**config.mk**
```make
export PLATFORM = sky130hd
export DESIGN_NAME = prog_down_timer
export DESIGN_NICKNAME = d
export VERILOG_FILES = /design/src/rtl/prog_down_timer_pkg.sv /design/src/rtl/prog_down_timer_nibble.sv /design/src/rtl/prog_down_timer.sv
export SDC_FILE = /design/constraint.sdc
export NUM_CORES = 1
export LEC_CHECK = 0
export CORE_ASPECT_RATIO = 1.4
export CORE_MARGIN = 2
export CORE_UTILIZATION = 45
export CTS_CLUSTER_SIZE = 28
export DETAILED_ROUTE_END_ITERATION = 8
export HOLD_SLACK_MARGIN = 0.03
export PLACE_DENSITY = 0.75
export SYNTH_ARGS = -nofsm -noshare
export SYNTH_HDL_FRONTEND = slang
export SYNTH_SLANG_ARGS = --single-unit
```
**constraint.sdc**
```tcl
create_clock -name cp -period 1.94 [get_ports cp]
set_input_delay 0.291 -clock cp [delete_from_list [all_inputs] [get_ports cp]]
set_output_delay 0.291 -clock cp [all_outputs]
set_load 0.05 [all_outputs]
```
**src/rtl/prog_down_timer_pkg.sv**
```systemverilog
// Shared types and constants for the programmable down-counting interval timer.
// Imported by the nibble counter and the timer top level.
package timer_pkg;

    localparam int NIBBLE_W = 4;

    localparam logic MODE_PERIODIC = 1'b0;
    localparam logic MODE_ONESHOT  = 1'b1;

    typedef enum logic [1:0] {
        IDLE    = 2'd0,
        RUN     = 2'd1,
        EXPIRED = 2'd2
    } timer_state_t;

endpackage

```
**src/rtl/prog_down_timer_nibble.sv**
```systemverilog
// One 4-bit synchronous down-counter stage with TTL-style load/enable/terminal count.
// Stages cascade by feeding tc of stage k into cet of stage k+1.
module ls_down_nibble
    import timer_pkg::*;
(
    input  logic                cp,
    input  logic                rst_b,
    input  logic [NIBBLE_W-1:0] p,
    input  logic                load_b,
    input  logic                cet,
    input  logic                cep,
    output logic [NIBBLE_W-1:0] q,
    output logic                tc
);

    always_ff @(posedge cp or negedge rst_b) begin
        if (!rst_b) begin
            q <= '0;
        end else if (!load_b) begin
            q <= p;
        end else if (cep && cet) begin
            q <= q - 1'b1;
        end
    end

    assign tc = cet & (q == '0);

endmodule

```
**src/rtl/prog_down_timer.sv**
```systemverilog
// Programmable down-counting interval timer: cascaded nibble counters, reload
// register, IDLE/RUN/EXPIRED sequencing and a registered one-cycle expiry pulse.
//
//   state   | meaning
//   --------+-----------------------------------------------
//   IDLE    | after reset, nothing counting
//   RUN     | counting down, expiry at the zero crossing
//   EXPIRED | one-shot count finished, q held at zero
module prog_down_timer
    import timer_pkg::*;
#(
    parameter int NIBBLES = 4,
    localparam int W      = NIBBLE_W * NIBBLES
) (
    input  logic         cp,
    input  logic         rst_b,
    input  logic [W-1:0] reload,
    input  logic         load_b,
    input  logic         start,
    input  logic         en,
    input  logic         mode,
    output logic [W-1:0] q,
    output logic         tc,
    output logic         pulse,
    output logic         busy
);

    timer_state_t state, state_next;
    logic [W-1:0] reload_reg;
    logic [W-1:0] cnt_p;
    logic         cnt_load_b;
    logic         cnt_cep;
    logic         run;
    logic         zero;
    logic         pulse_next;
    logic [NIBBLES:0] borrow;

    assign run  = (state == RUN);
    assign zero = (q == '0);
    assign busy = run;

    // Borrow chain: the last stage's tc is the global run & en & (q==0) term.
    assign borrow[0] = run & en;
    assign tc        = borrow[NIBBLES];

    // cep is withheld at the global zero so a one-shot holds 0 instead of wrapping.
    assign cnt_cep = ~zero;

    // External load, start and a periodic zero crossing all use the parallel load path.
    assign cnt_load_b = ~(~load_b | start | (tc & (mode == MODE_PERIODIC)));
    assign cnt_p      = load_b ? reload_reg : reload;

    genvar k;
    generate
        for (k = 0; k < NIBBLES; k++) begin : g_nib
            ls_down_nibble u_nib (
                .cp     (cp),
                .rst_b  (rst_b),
                .p      (cnt_p[k*NIBBLE_W +: NIBBLE_W]),
                .load_b (cnt_load_b),
                .cet    (borrow[k]),
                .cep    (cnt_cep),
                .q      (q[k*NIBBLE_W +: NIBBLE_W]),
                .tc     (borrow[k+1])
            );
        end
    endgenerate

    always_ff @(posedge cp or negedge rst_b) begin
        if (!rst_b) begin
            reload_reg <= '0;
        end else if (!load_b) begin
            reload_reg <= reload;
        end
    end

    always_ff @(posedge cp or negedge rst_b) begin
        if (!rst_b) begin
            state <= IDLE;
            pulse <= 1'b0;
        end else begin
            state <= state_next;
            pulse <= pulse_next;
        end
    end

    always_comb begin
        state_next = state;
        pulse_next = 1'b0;
        if (!load_b) begin
            state_next = state;
        end else if (start) begin
            state_next = RUN;
        end else if (tc) begin
            pulse_next = 1'b1;
            if (mode == MODE_ONESHOT) begin
                state_next = EXPIRED;
            end
        end
    end

endmodule

```
; ---- Word-level counts from Yosys, hierarchy flattened
; Cells that the tools add are included.
[word_totals]
out_inout_bits = 19
in_bits = 22
reg_bits = 35
word_cells = 54
[classes]
n_bitwise = 11
n_eq_ne = 1
reduce_logical = 16
addsub = 4
mux = 15
[ops]
columns = operator, n
row1 = two-way mux 4 bit, 8
row2 = logical NOT 16 bit, 1
row3 = logical NOT 4 bit, 4
row4 = two-way mux 16 bit, 1
row5 = subtractor 4 x 1 -> 4 bit (second input constant), 4
row6 = nonzero test 2 bit, 6
row7 = AND 1 bit, 6
row8 = two-way mux 2 bit, 3
row9 = logical AND 1 bit, 4
row10 = two-way mux 1 bit, 3
row11 = inverter 1 bit, 3
row12 = AND reduction 3 bit, 1
row13 = equality test 2 x 1 -> 1 bit (second input constant), 1
row14 = OR 1 bit, 2

; ---- Logic depth before layout (Yosys ltp)
; Gate-level depths: netlist of the first run.
[logic_depth]
word_depth = 9
depth_mapped = 8
ltp_nobuf = 7

; ---- Hierarchy
; From an unflattened synthesis of the first run, not the netlist that was laid out.
[hier_totals]
cells_unflattened = 151
area_unflattened_um2 = 1710.4
[by_module_without_submodules]
columns = module, cells_per_inst, area_each_um2, n_inst, seq_area_each_um2
row1 = ls_down_nibble, 25, 234.0, 4, 100.1
row2 = prog_down_timer, 51, 774.5, 1, 475.5

; ---- Worst setup path after synthesis of the first run
; OpenSTA, ideal clock, no wires.
[synth_path]
path_kind = reg-to-reg
from = reg g_nib[2].u_nib.q[0]
to = reg state[0]
t_required_ps = 1819
stages_incl_launch_ff = 8
path_slack_ps = -555
period_less_slack_ps = 2495
path_buffers = 0
setup_ps = 121
t_arrival_ps = 2374
path_cell_list = dfrtp_1 > inv_1 > ha_1 > nor3b_4 > nand2_4 > nor2_1 > nand3_1 > a22o_1
[synth_between]
elab_chain_cells = 5
[synth_rtl]
columns = element, line_no
row1 = start: declaration, prog_down_timer_nibble.sv:12  ; output logic [NIBBLE_W-1:0] q,
row2 = start signal: assignment, prog_down_timer_nibble.sv:20  ; q <= p;
row3 = start signal: assignment, prog_down_timer_nibble.sv:22  ; q <= q - 1'b1;
row4 = logical NOT 4 bit, prog_down_timer_nibble.sv:26  ; assign tc = cet & (q == '0);
row5 = AND 1 bit (2 in series), prog_down_timer_nibble.sv:26
row6 = named net tc, prog_down_timer.sv:23  ; output logic tc,
row7 = nonzero test 2 bit (no line), n/a
row8 = AND reduction 3 bit (no line), n/a
row9 = end signal: assignment, prog_down_timer.sv:82  ; state <= state_next;
row10 = end: declaration, prog_down_timer.sv:28  ; timer_state_t state, state_next;
; The timed path passes the listed nets, and every way through them passes these cells.
; A chain may end at the register's enable or synchronous reset.

; ---- Worst setup path in the final report of the first run
[layout_path]
from = reg g_nib[0].u_nib.q[1]
to = out tc
[layout_between]
elab_chain_cells = 5
[layout_rtl]
columns = element, line_no
row1 = start: declaration, prog_down_timer_nibble.sv:12
row2 = start signal: assignment, prog_down_timer_nibble.sv:20
row3 = start signal: assignment, prog_down_timer_nibble.sv:22
row4 = logical NOT 4 bit, prog_down_timer_nibble.sv:26
row5 = AND 1 bit (4 in series), prog_down_timer_nibble.sv:26
row6 = end: declaration, prog_down_timer.sv:23
; No other way between the ends.

==> results of run 1 <==
critical path, cell delays in order, from the launching register on:
cell     delay, ps
dfrtp_2        420
inv_2           80
ha_4           120
nor3b_4        300
nand3_4        140
buf_6          140
nor2_4         130
buf_12         150
per-stage QoR:
step           utilization (%)  TNS (ps)
2_1_floorplan                -     -3510
3_3_place_gp              62.9     -1460
3_5_place_dp              62.9     -2140
4_1_cts                   68.6      -267
5_1_grt                   72.7     -2470
6_report                  72.7     -1280
power breakdown:
group | total [W] | internal (W) | switching [W]
clock | 0.000594 | 0.000324 | 0.000269
combinational | 0.000810 | 0.000408 | 0.000401
sequential | 0.000873 | 0.000813 | 0.0000599
logic make-up after synthesis:
kind of cell / Yosys count
and+or+nand+nor: 33
DFF: 35
adders and majority gates: 8
buffers and inverters: 14
muxes: 34
xor gates and xnor gates: 10
AOI/OAI and AO/OA: 9
layer usage:
metal	global-route usage, %	share of wire [%]
met5	0	0
met4	12.3	3.1
met3	5.19	3.5
met2	35.1	53
met1	22.7	40
worst paths after layout:
path                                           from             endpoint  slack [ps]  depth (start not counted)
max in group asynchronous                     rst_b  g_nib[3].u_nib.q[1]        1190                          2
min in group cp                      reload_reg[13]       reload_reg[13]         500                          1
worst min register to register       reload_reg[13]       reload_reg[13]         500                          1
worst min-delay path                          rst_b  g_nib[3].u_nib.q[2]         400                          2
worst max register to register  g_nib[0].u_nib.q[1]  g_nib[0].u_nib.q[3]        -120                          9
worst max-delay path            g_nib[0].u_nib.q[1]                   tc        -130                          7
cells in the mapped netlist:
cell type   n  share of area, %
nor3b_2     2               1.3
nor2b_1     1              0.34
o21bai_1    1              0.40
a21boi_0    1              0.40
mux2_2     26                16
nor3b_4     2               2.0
buf_6       2               1.2
nand3_1     8               2.2
mux2i_1     2               1.1
ha_1        8               5.4
nor3_1      4               1.1
inv_1       9               1.8
mux2_4      6               4.9
and3b_1     1              0.47
and3_1      2              0.67
nor2_1      1              0.20
nand3_4     1              0.94
a31oi_1     1              0.34
o21ai_0     3              0.81
xnor2_1    10               4.7
nand2_1     5               1.0
buf_8       1              0.81
o311ai_4    1               1.4
buf_2       2              0.54
a21oi_1     1              0.27
nand2_4     1              0.61
nand4_1     4               1.3
a22o_1      1              0.47
dfrtp_1    35                47
nand2b_1    1              0.34
area by class of cell:
type / count / area, µm² / area share [%]
well taps: 43 / 53.8 / 1.87
inverters: 9 / 33.8 / 1.18
flip-flops and latches: 35 / 886 / 30.8
clock buffers: 8 / 100 / 3.48
multi-input cells: 94 / 1000 / 35.0
repair buffers: 87 / 795 / 27.7
what timing repair did:
action / CTS / global route
pin swaps: 5 / 7
hold endpoints to repair: 0 / 0
hold buffers: 0 / 0
gates resized for setup: 16 / 24
setup endpoints to repair: 17 / 19
buffers inserted: 8 / 13
==> metrics.md, run 1 <==
| Metric | Value |
|---|---|
| Synth Area in XOR/XNOR | 4.72% |
| Ratio of final minimum period to clock period | 107% |
| TritonCTS clock tree | yes |
| Status | complete, but fails checks |
| Layout cell share with drive strength beyond 1 | 53.2% |
| GPL Wtd Cong | 0.785 |
| Worst path required time | 1650 ps |
| Final total power | 0.00228 W |
| Commonest non-fill, non-tap cell in the layout | buf_4 |
| Critical path startpoint category | flop |
| Hpwl dp | around 3.0 mm |
| Initial antenna violation count | 0 |
| Mux share of post-synthesis cell area | between 20% and 30% |
| Non-Filler Instances | approximately 280 |
| Core area | approximately 4000 µm² |
| First-pass GRT wire length | 7.13 mm |
| Layout Skew | about 9.4 ps |
| Critical Path AT | between 1500 and 2000 ps |
| CP endpoint kind | output pin |
| Setup ws final | -131 ps |
| H-tree lvl count | 2 |
| I/O pin count | 41 |
| Slew Viols, Final | 0 |
| DR DRC count | 0 |
| Synth Register Bits | 35 |
| Deepest clock path buffer count | 2 |
| Synth unique cells | 30 |
| Critical-path maximum fanout | 3 |
| Max VDD drop | between 0.6 and 0.7 mV |
| DRT iter0 DRCs | 27 |
| Gr usage total | about a fifth |
| Clock transition at path regs | about 80 ps |
| Nets | ~260 |
| Buffers on Ports | 40 |
| Sink Count | 35 |
| Pwr Density | 792 nW/µm² |
| RSZ-0062 raised after global routing | true |
| First-pass DRT Iterations | 3 |
| Cell count after synthesis | 143 |
| Row cnt | 27 |
| Vias post-DR | 1,438 |
| CTS Buf Count | 5 |
| Final wirelength | 4.65 mm |
| Post-DR wirelength/cell | 16.8 µm |
| P&R area growth vs syn | 54.7% |
| Largest family of logic cells by synthesized area | multiplexers |
| Mapped Avg Cell Area | 13.0 µm² |
| Failing checks | setup timing |
| Simple-gate share of the synthesized area | 12.5% |
| Later-pin clock latency in the skew report | 290 ps |
| Fmax | 483 MHz |
| Least-Margin Pin Slew | between 500 and 600 ps |
| Ant. Diodes | 0 |
| Die area | 4660 µm² |
| Initial core utilization | between 40 and 50% |
| Most frequent cells in the layout | buf_4 (44), clkdlybuf4s50_1 (33), dfrtp_1 (27) |
| Post-layout minimum cycle time | 2070 ps |
| Tightest Hold Check Type | in2async |
| Root buf cell | clkbuf_8 |
| Pre-CTS WS | -182 ps |
| Seq/Total Area, Yosys | between 40% and 50% |
| Die width | 58.3 µm |
| Final hold vios | 0 |
| Post-route ant nets | 0 |
| FILL cells | 274 |
| Die H | 80.0 µm |
| Area after DPL | 2490 µm² |
| Final instance area | roughly 2900 µm² |
| Avg Vias per Cell | 5.21 |
| Hold_ws | 403 ps |
| Worst slew margin | 66.3% |
| Mapped Nets | 173 |
| Warnings, synthesis | 0 |
| Post-Syn Area | 1860 µm² |
| Setup CP Type | reg2out |
| Grt total ovfl | 0 |
| Final setup fails | 16 |
| Largest net degree at the start of global routing | 36 |
| Adder-Cell Fraction of Synth Area | 5.39% |
| Dpl cells | 247 |
| Maxcap violations | 0 |
| Vias in the first global route | 1,532 |
| Post-synthesis compound-gate area fraction | 4.11% |
| Leak | between 1 and 1.5 nW |
Note: power is estimated with default switching activity, not from simulation.
==> run 2, diff against run 1 <==
CORE_ASPECT_RATIO = 1.5   (was 1.4)
==> run 2 against run 1 <==
Net effect:
- the run still ends with setup timing left
- flip-flop and latch count did not move
- critical path depth unchanged
- worst setup slack worse by 6.8 ps
- sequential power is essentially flat
- critical path type unchanged
- count of clock-buffer cells in the layout fell by 1
- largest power group unchanged
- sequential share of layout area decreased by 0.99 points
==> metrics.md, run 2 (same netlist as run 1, synthesis figures left out) <==
| Metric | Value |
|---|---|
| Fmax | 481 MHz (was 483 MHz) |
| CTS Buf Count | 5 (unchanged) |
| CP startpoint | g_nib[0].u_nib.q[1] (unchanged) |
| Worst slew margin | 65.8% (was 66.3%) |
| Ant. Diodes | 0 (unchanged) |
| R2r startpoint | g_nib[0].u_nib.q[1] (unchanged) |
| Commonest non-fill, non-tap cell in the layout | buf_4 (unchanged) |
| Initial core utilization | 46.9% (was 47.0%) |
| Final hold vios | 0 (unchanged) |
| Layout Skew | 10.7 ps (was 9.39 ps) |
| Worst reg-to-reg setup slack | -130 ps (was -120 ps) |
| Nets | 265 (was 262) |
| Clock transition at path regs | 80 ps (about the same) |
| Die width | 56.4 µm (was 58.3 µm) |
| Critical-path maximum fanout | 4 (was 3) |
| Pwr Density | 803 nW/µm² (was 792 nW/µm²) |
| Avg Vias per Cell | 5.25 (was 5.21) |
| Pre-CTS WS | -182 ps (about the same) |
| FILL cells | 241 (was 274) |
| Critical Path AT | 1790 ps (was 1780 ps) |
| Final setup fails | 15 (was 16) |
| Slew Viols, Final | 0 (unchanged) |
| Status | complete, but fails checks (unchanged) |
| CP endpoint kind | output pin (unchanged) |
| P&R area growth vs syn | 59.8% (was 54.7%) |
| Met2 Use GR | 40.9% (was 35.1%) |
| Vias in the first global route | 1,587 (was 1,532) |
| Critical path startpoint category | flop (unchanged) |
| Layout cell share with drive strength beyond 1 | 53.4% (was 53.2%) |
| Later-pin clock latency in the skew report | 300 ps (was 290 ps) |
| Max VDD drop | 0.612 mV (was 0.688 mV) |
| Most frequent cells in the layout | buf_4 (44), clkdlybuf4s50_1 (28), dfrtp_1 (27) (was buf_4 (44), clkdlybuf4s50_1 (33), dfrtp_1 (27)) |
| End of the critical path | tc (unchanged) |
| Reg2Reg Capture Point | g_nib[1].u_nib.q[0] (was g_nib[0].u_nib.q[3]) |
| Largest net degree at the start of global routing | 36 (unchanged) |
| Setup ws final | -138 ps (was -131 ps) |
| TNS Setup | -1520 ps (was -1280 ps) |
| Gr usage total | 21.8% (was 20.7%) |
| Row cnt | 28 (was 27) |
| Post-layout minimum cycle time | 2080 ps (was 2070 ps) |
| I/O pin count | 41 (unchanged) |
| Die area | 4670 µm² (was 4660 µm²) |
| FF-to-FF path depth | 8 (was 9) |
| Sink Count | 35 (unchanged) |
| First-pass GRT wire length | 7.57 mm (was 7.13 mm) |
| TritonCTS clock tree | yes (unchanged) |
| Grt total ovfl | 0 (unchanged) |
| Final wirelength | 4.95 mm (was 4.65 mm) |
| Root buf cell | clkbuf_8 (unchanged) |
| Busiest grt layer | met2 (unchanged) |
| Post-route ant nets | 0 (unchanged) |
| Die H | 82.7 µm (was 80.0 µm) |
| Failing checks | setup timing (unchanged) |
| First-pass DRT Iterations | 4 (was 3) |
| Hpwl dp | 2.96 mm (about the same) |
| Leak | 1.41 nW (was 1.33 nW) |
| Setup CP Type | reg2out (unchanged) |
| Met1 usage | 23.2% (was 22.7%) |
| DRT iter0 DRCs | 28 (was 27) |
| DR DRC count | 0 (unchanged) |
| Initial antenna violation count | 0 (unchanged) |
| Ratio of final minimum period to clock period | 107% (about the same) |
| Post-DR wirelength/cell | 17.6 µm (was 16.8 µm) |
| RSZ-0062 raised after global routing | true (unchanged) |
| H-tree lvl count | 2 (unchanged) |
| Worst path required time | 1650 ps (about the same) |
| Deepest clock path buffer count | 2 (unchanged) |
| Maxcap violations | 0 (unchanged) |
| Vias post-DR | 1,476 (was 1,438) |
| Buffers on Ports | 40 (unchanged) |
| Routing usage on met3 | 5.61% (was 5.19%) |
| GPL Wtd Cong | 0.775 (was 0.785) |
| Core area | 3960 µm² (was 3950 µm²) |
| Hold_ws | 412 ps (was 403 ps) |
| Least-Margin Pin Slew | 512 ps (was 504 ps) |
| Tightest Hold Check Type | in2async (unchanged) |
run 2: area by class of cell:
cell class | instances | area [µm²] | area share (%)
tap | 45 | 56.3 | 1.90
clock buffer | 7 | 76.3 | 2.57
timing repair buffer | 90 | 862 | 29.0
multi-input combinational | 94 | 1020 | 34.5
inverter | 9 | 33.8 | 1.14
clock inverter | 1 | 30.0 | 1.01
sequential | 35 | 886 | 29.8
run 2: worst min path at each step:
stage	end	cells after the start	start	slack [ps]
3_5_place_dp	reload_reg[4]	1	reload_reg[4]	490
6_report	reload_reg[14]	2	rst_b	410
2_1_floorplan	g_nib[0].u_nib.q[0]	0	rst_b	-5
3_3_place_gp	reload_reg[7]	1	reload_reg[7]	480
5_1_grt	g_nib[2].u_nib.q[1]	2	rst_b	480
4_1_cts	reload_reg[9]	2	rst_b	420
run 2: what timing repair did:
action,CTS,global route
pin swaps,4,3
hold buffers,0,0
gates resized for setup,21,31
setup buffers,9,9
cloned,2,0
setup endpoints to repair,16,20
run 2: critical path, cell delays in order (launching register included):
cell and delay (ps):
dfrtp_2 420, inv_2 80, ha_4 130, nor3b_4 300
nand3_4 130, buf_6 140, nor2_4 130, buf_12 150
run 2: routing by layer:
metal  up-vias  share of wire [%]
li1        685                  -
met1       746                 41
met2        38                 54
met3         7                3.6
met4         0                1.3
met5         -                  0
run 2: power by group:
part           total (W)  switching (W)  internal [W]
Combinational   0.000854       0.000419      0.000435
Sequential      0.000870      0.0000565      0.000813
Clock           0.000659       0.000274      0.000385
run 2: metrics by stage:
stage / total power [W] / utilization (%) / std cells / area [µm²]
floorplan: 0.00128 / - / 143 / 1870
global placement: 0.00157 / 64.1 / 254 / 2540
detailed placement: 0.00160 / 64.1 / 254 / 2540
CTS: 0.00231 / 71.4 / 273 / 2830
global route: 0.00248 / 75.0 / 281 / 2970
finish: 0.00238 / 75.0 / 281 / 2970
==> run 3, diff against run 2 <==
--- a/config.mk
+++ b/config.mk
@@ -11,4 +11,5 @@
 export CTS_CLUSTER_SIZE = 28
 export DETAILED_ROUTE_END_ITERATION = 8
+export GPL_TIMING_DRIVEN = 1
 export HOLD_SLACK_MARGIN = 0.03
 export PLACE_DENSITY = 0.75
==> constraint.sdc (replaced) <==
create_clock -name cp -period 1.94 [get_ports cp]
set_input_delay 0.291 -clock cp [delete_from_list [all_inputs] [get_ports cp]]
set_output_delay 0.291 -clock cp [all_outputs]
set_load 0.01 [all_outputs]
==> run 3 against run 2 <==
Net effect:
- the run still ends with setup timing left
- power decreased by 13%
- worst setup slack improved by 77 ps
- hold slack better by 3.4 ps
- critical path depth is the same
- combinational power down 25%
- largest cell class unchanged
- largest power group unchanged
- highest routed layer unchanged
==> metrics.md, run 3 (same netlist as run 1, synthesis figures left out) <==
| Metric | Value |
|---|---|
| Status | complete, but fails checks (unchanged) |
| Failing checks | setup timing (unchanged) |
| Post-DR wirelength/cell | 15.6 µm (was 17.6 µm) |
| Layout cell share with drive strength beyond 1 | 43.5% (was 53.4%) |
| Reg power frac | 41.3% (was 36.5%) |
| Tightest Hold Check Type | in2async (unchanged) |
| Buffers on Ports | 40 (unchanged) |
| Hold_ws | 416 ps (was 412 ps) |
| Commonest non-fill, non-tap cell in the layout | buf_4 (unchanged) |
| Final setup fails | 15 (unchanged) |
| DR DRC count | 0 (unchanged) |
| Final instance area | 2780 µm² (was 2970 µm²) |
| Grt total ovfl | 0 (unchanged) |
| Worst slew margin | 70.5% (was 65.8%) |
| Leak | 1.26 nW (was 1.41 nW) |
| DRT iter0 DRCs | 13 (was 28) |
| TNS Setup | -548 ps (was -1520 ps) |
| Pwr Density | 749 nW/µm² (was 803 nW/µm²) |
| Ant. Diodes | 0 (unchanged) |
| Vias post-DR | 1,419 (was 1,476) |
| Net Sw Frac | 26.6% (was 31.5%) |
| Slowest-stage cell, CP | dfrtp_1 (was dfrtp_2) |
| Critical path startpoint category | flop (unchanged) |
| Die H | 82.7 µm (unchanged) |
| Logic pwr share | 30.6% (was 35.8%) |
| Post-route ant nets | 0 (unchanged) |
| Setup CP Type | reg2reg (was reg2out) |
| CP Cell Sequence | inv_1 > ha_1 > nor3b_4 > nand3_4 > o311ai_4 > buf_12 > mux2_2 (was inv_2 > ha_4 > nor3b_4 > nand3_4 > buf_6 > nor2_4 > buf_12) |
| GPL Wtd Cong | 0.830 (was 0.775) |
| Root buf cell | clkbuf_8 (unchanged) |
| Post-layout minimum cycle time | 2000 ps (was 2080 ps) |
| Critical Path AT | 2180 ps (was 1790 ps) |
| Footprint of the multi-input gates | 948 µm² (was 1020 µm²) |
| Initial antenna violation count | 0 (unchanged) |
| First-pass DRT Iterations | 3 (was 4) |
| Nets | 259 (was 265) |
| Gr usage total | 18.9% (was 21.8%) |
| Least-Margin Pin Slew | 443 ps (was 512 ps) |
| Register area | 876 µm² (was 886 µm²) |
| P&R area growth vs syn | 49.7% (was 59.8%) |
| Maxcap violations | 0 (unchanged) |
| Area after DPL | 2550 µm² (was 2540 µm²) |
| Buf+Inv Stages, Crit Path | 2 (was 3) |
| Sink Count | 35 (unchanged) |
| Core area | 3960 µm² (unchanged) |
| Most frequent cells in the layout | buf_4 (41), clkdlybuf4s50_1 (39), dfrtp_1 (35) (was buf_4 (44), clkdlybuf4s50_1 (28), dfrtp_1 (27)) |
| Avg Vias per Cell | 5.16 (was 5.25) |
| RSZ-0062 raised after global routing | true (unchanged) |
| H-tree lvl count | 2 (unchanged) |
| Int Pwr | 0.00153 W (was 0.00163 W) |
| Initial core utilization | 46.9% (unchanged) |
| Die area | 4670 µm² (unchanged) |
| Deepest clock path buffer count | 2 (unchanged) |
| CP delay by family, top | simple AND/OR/NAND/NOR gates (unchanged) |
| Worst path required time | 2120 ps (was 1650 ps) |
| Switching component of the power | 0.000555 W (was 0.000750 W) |
| Critical-path maximum fanout | 16 (was 4) |
| Layout Skew | 9.49 ps (was 10.7 ps) |
| Vias in the first global route | 1,501 (was 1,587) |
| CTS Buf Count | 5 (unchanged) |
| Clock transition at path regs | 80 ps (about the same) |
| TritonCTS clock tree | yes (unchanged) |
| First-pass GRT wire length | 6.80 mm (was 7.57 mm) |
| CP endpoint kind | flop (was output pin) |
| CTS hold repair buffers | 0 (unchanged) |
| Slew Viols, Final | 0 (unchanged) |
| Die width | 56.4 µm (unchanged) |
| CP peak stage delay | 380 ps (was 420 ps) |
| Largest net degree at the start of global routing | 36 (unchanged) |
| Final hold vios | 0 (unchanged) |
| Final wirelength | 4.29 mm (was 4.95 mm) |
| Clock share of power | 28.1% (was 27.7%) |
| Final total power | 0.00208 W (was 0.00238 W) |
| Ratio of final minimum period to clock period | 103% (was 107%) |
| Max VDD drop | 0.533 mV (was 0.612 mV) |
| I/O pin count | 41 (unchanged) |
| Hpwl dp | 2.91 mm (was 2.96 mm) |
| FILL cells | 285 (was 241) |
| Row cnt | 28 (unchanged) |
| Later-pin clock latency in the skew report | 290 ps (was 300 ps) |
| Setup ws final | -60.4 ps (was -138 ps) |
| Fmax | 500 MHz (was 481 MHz) |
run 3: changes by cell type in the layout (fill, tap and decap cells not counted), moves of 3 or more:
cell / change
clkdlybuf4s50_1: +11
dfrtp_1: +8
dfrtp_2: -8
mux2_2: +8
mux2_4: -8
dlymetal6s2s_1: -7
inv_1: +5
inv_2: -5
buf_6: -4
buf_4: -3
run 3: path summary, 6_finish.rpt:
kind	depth (start not counted)	slack [ps]	end	start
worst max-delay path	7	-60	g_nib[0].u_nib.q[0]	g_nib[0].u_nib.q[1]
worst min-delay path	2	420	g_nib[1].u_nib.q[2]	rst_b
worst max register to register	7	-60	g_nib[0].u_nib.q[0]	g_nib[0].u_nib.q[1]
worst min register to register	1	500	reload_reg[6]	reload_reg[6]
max in group asynchronous	2	1210	g_nib[3].u_nib.q[3]	rst_b
min in group cp	1	500	reload_reg[6]	reload_reg[6]
run 3: final cells by class:
type | count | area share [%]
clock inverters | 1 | 0.270
inverters | 9 | 1.22
repair buffers | 84 | 27.4
clock buffers | 7 | 3.47
well taps | 45 | 2.03
flip-flops and latches | 35 | 31.5
multi-input cells | 94 | 34.1
run 3: stage by stage:
| stage | utilization [%] | worst slack [ps] | instances |
|---|---|---|---|
| 2_1_floorplan | - | -178 | 143 |
| 3_3_place_gp | 64.5 | -169 | 258 |
| 3_5_place_dp | 64.5 | -229 | 258 |
| 4_1_cts | 68.0 | -54.9 | 267 |
| 5_1_grt | 70.2 | -117 | 275 |
| 6_report | 70.2 | -60.4 | 275 |
run 3: power by group through the flow:
stage	logic, W	clock network, W	registers, W
after floorplan	0.000230	0	0.000902
after global placement	0.000577	0	0.000861
after detailed placement	0.000595	0	0.000868
after CTS	0.000610	0.000600	0.000858
after global routing	0.000692	0.000622	0.000868
final	0.000638	0.000585	0.000859
run 3: what timing repair did:
action	4_1_cts	5_1_grt
endpoints found under the hold margin	0	0
setup buffers	1	8
setup endpoints to repair	17	17
pin swaps	1	5
gates resized for setup	12	11
run 3: routing by layer:
layer  part of all wire, %  GRT usage, %  routed length (µm)  vias up
met1                    39          19.4                1670      715
met5                     0             0                   0        -
li1                      -             -                   -      670
met4                   1.1          5.95                  47        0
met2                    57          37.4                2440       30
met3                   3.1          4.05                 132        4
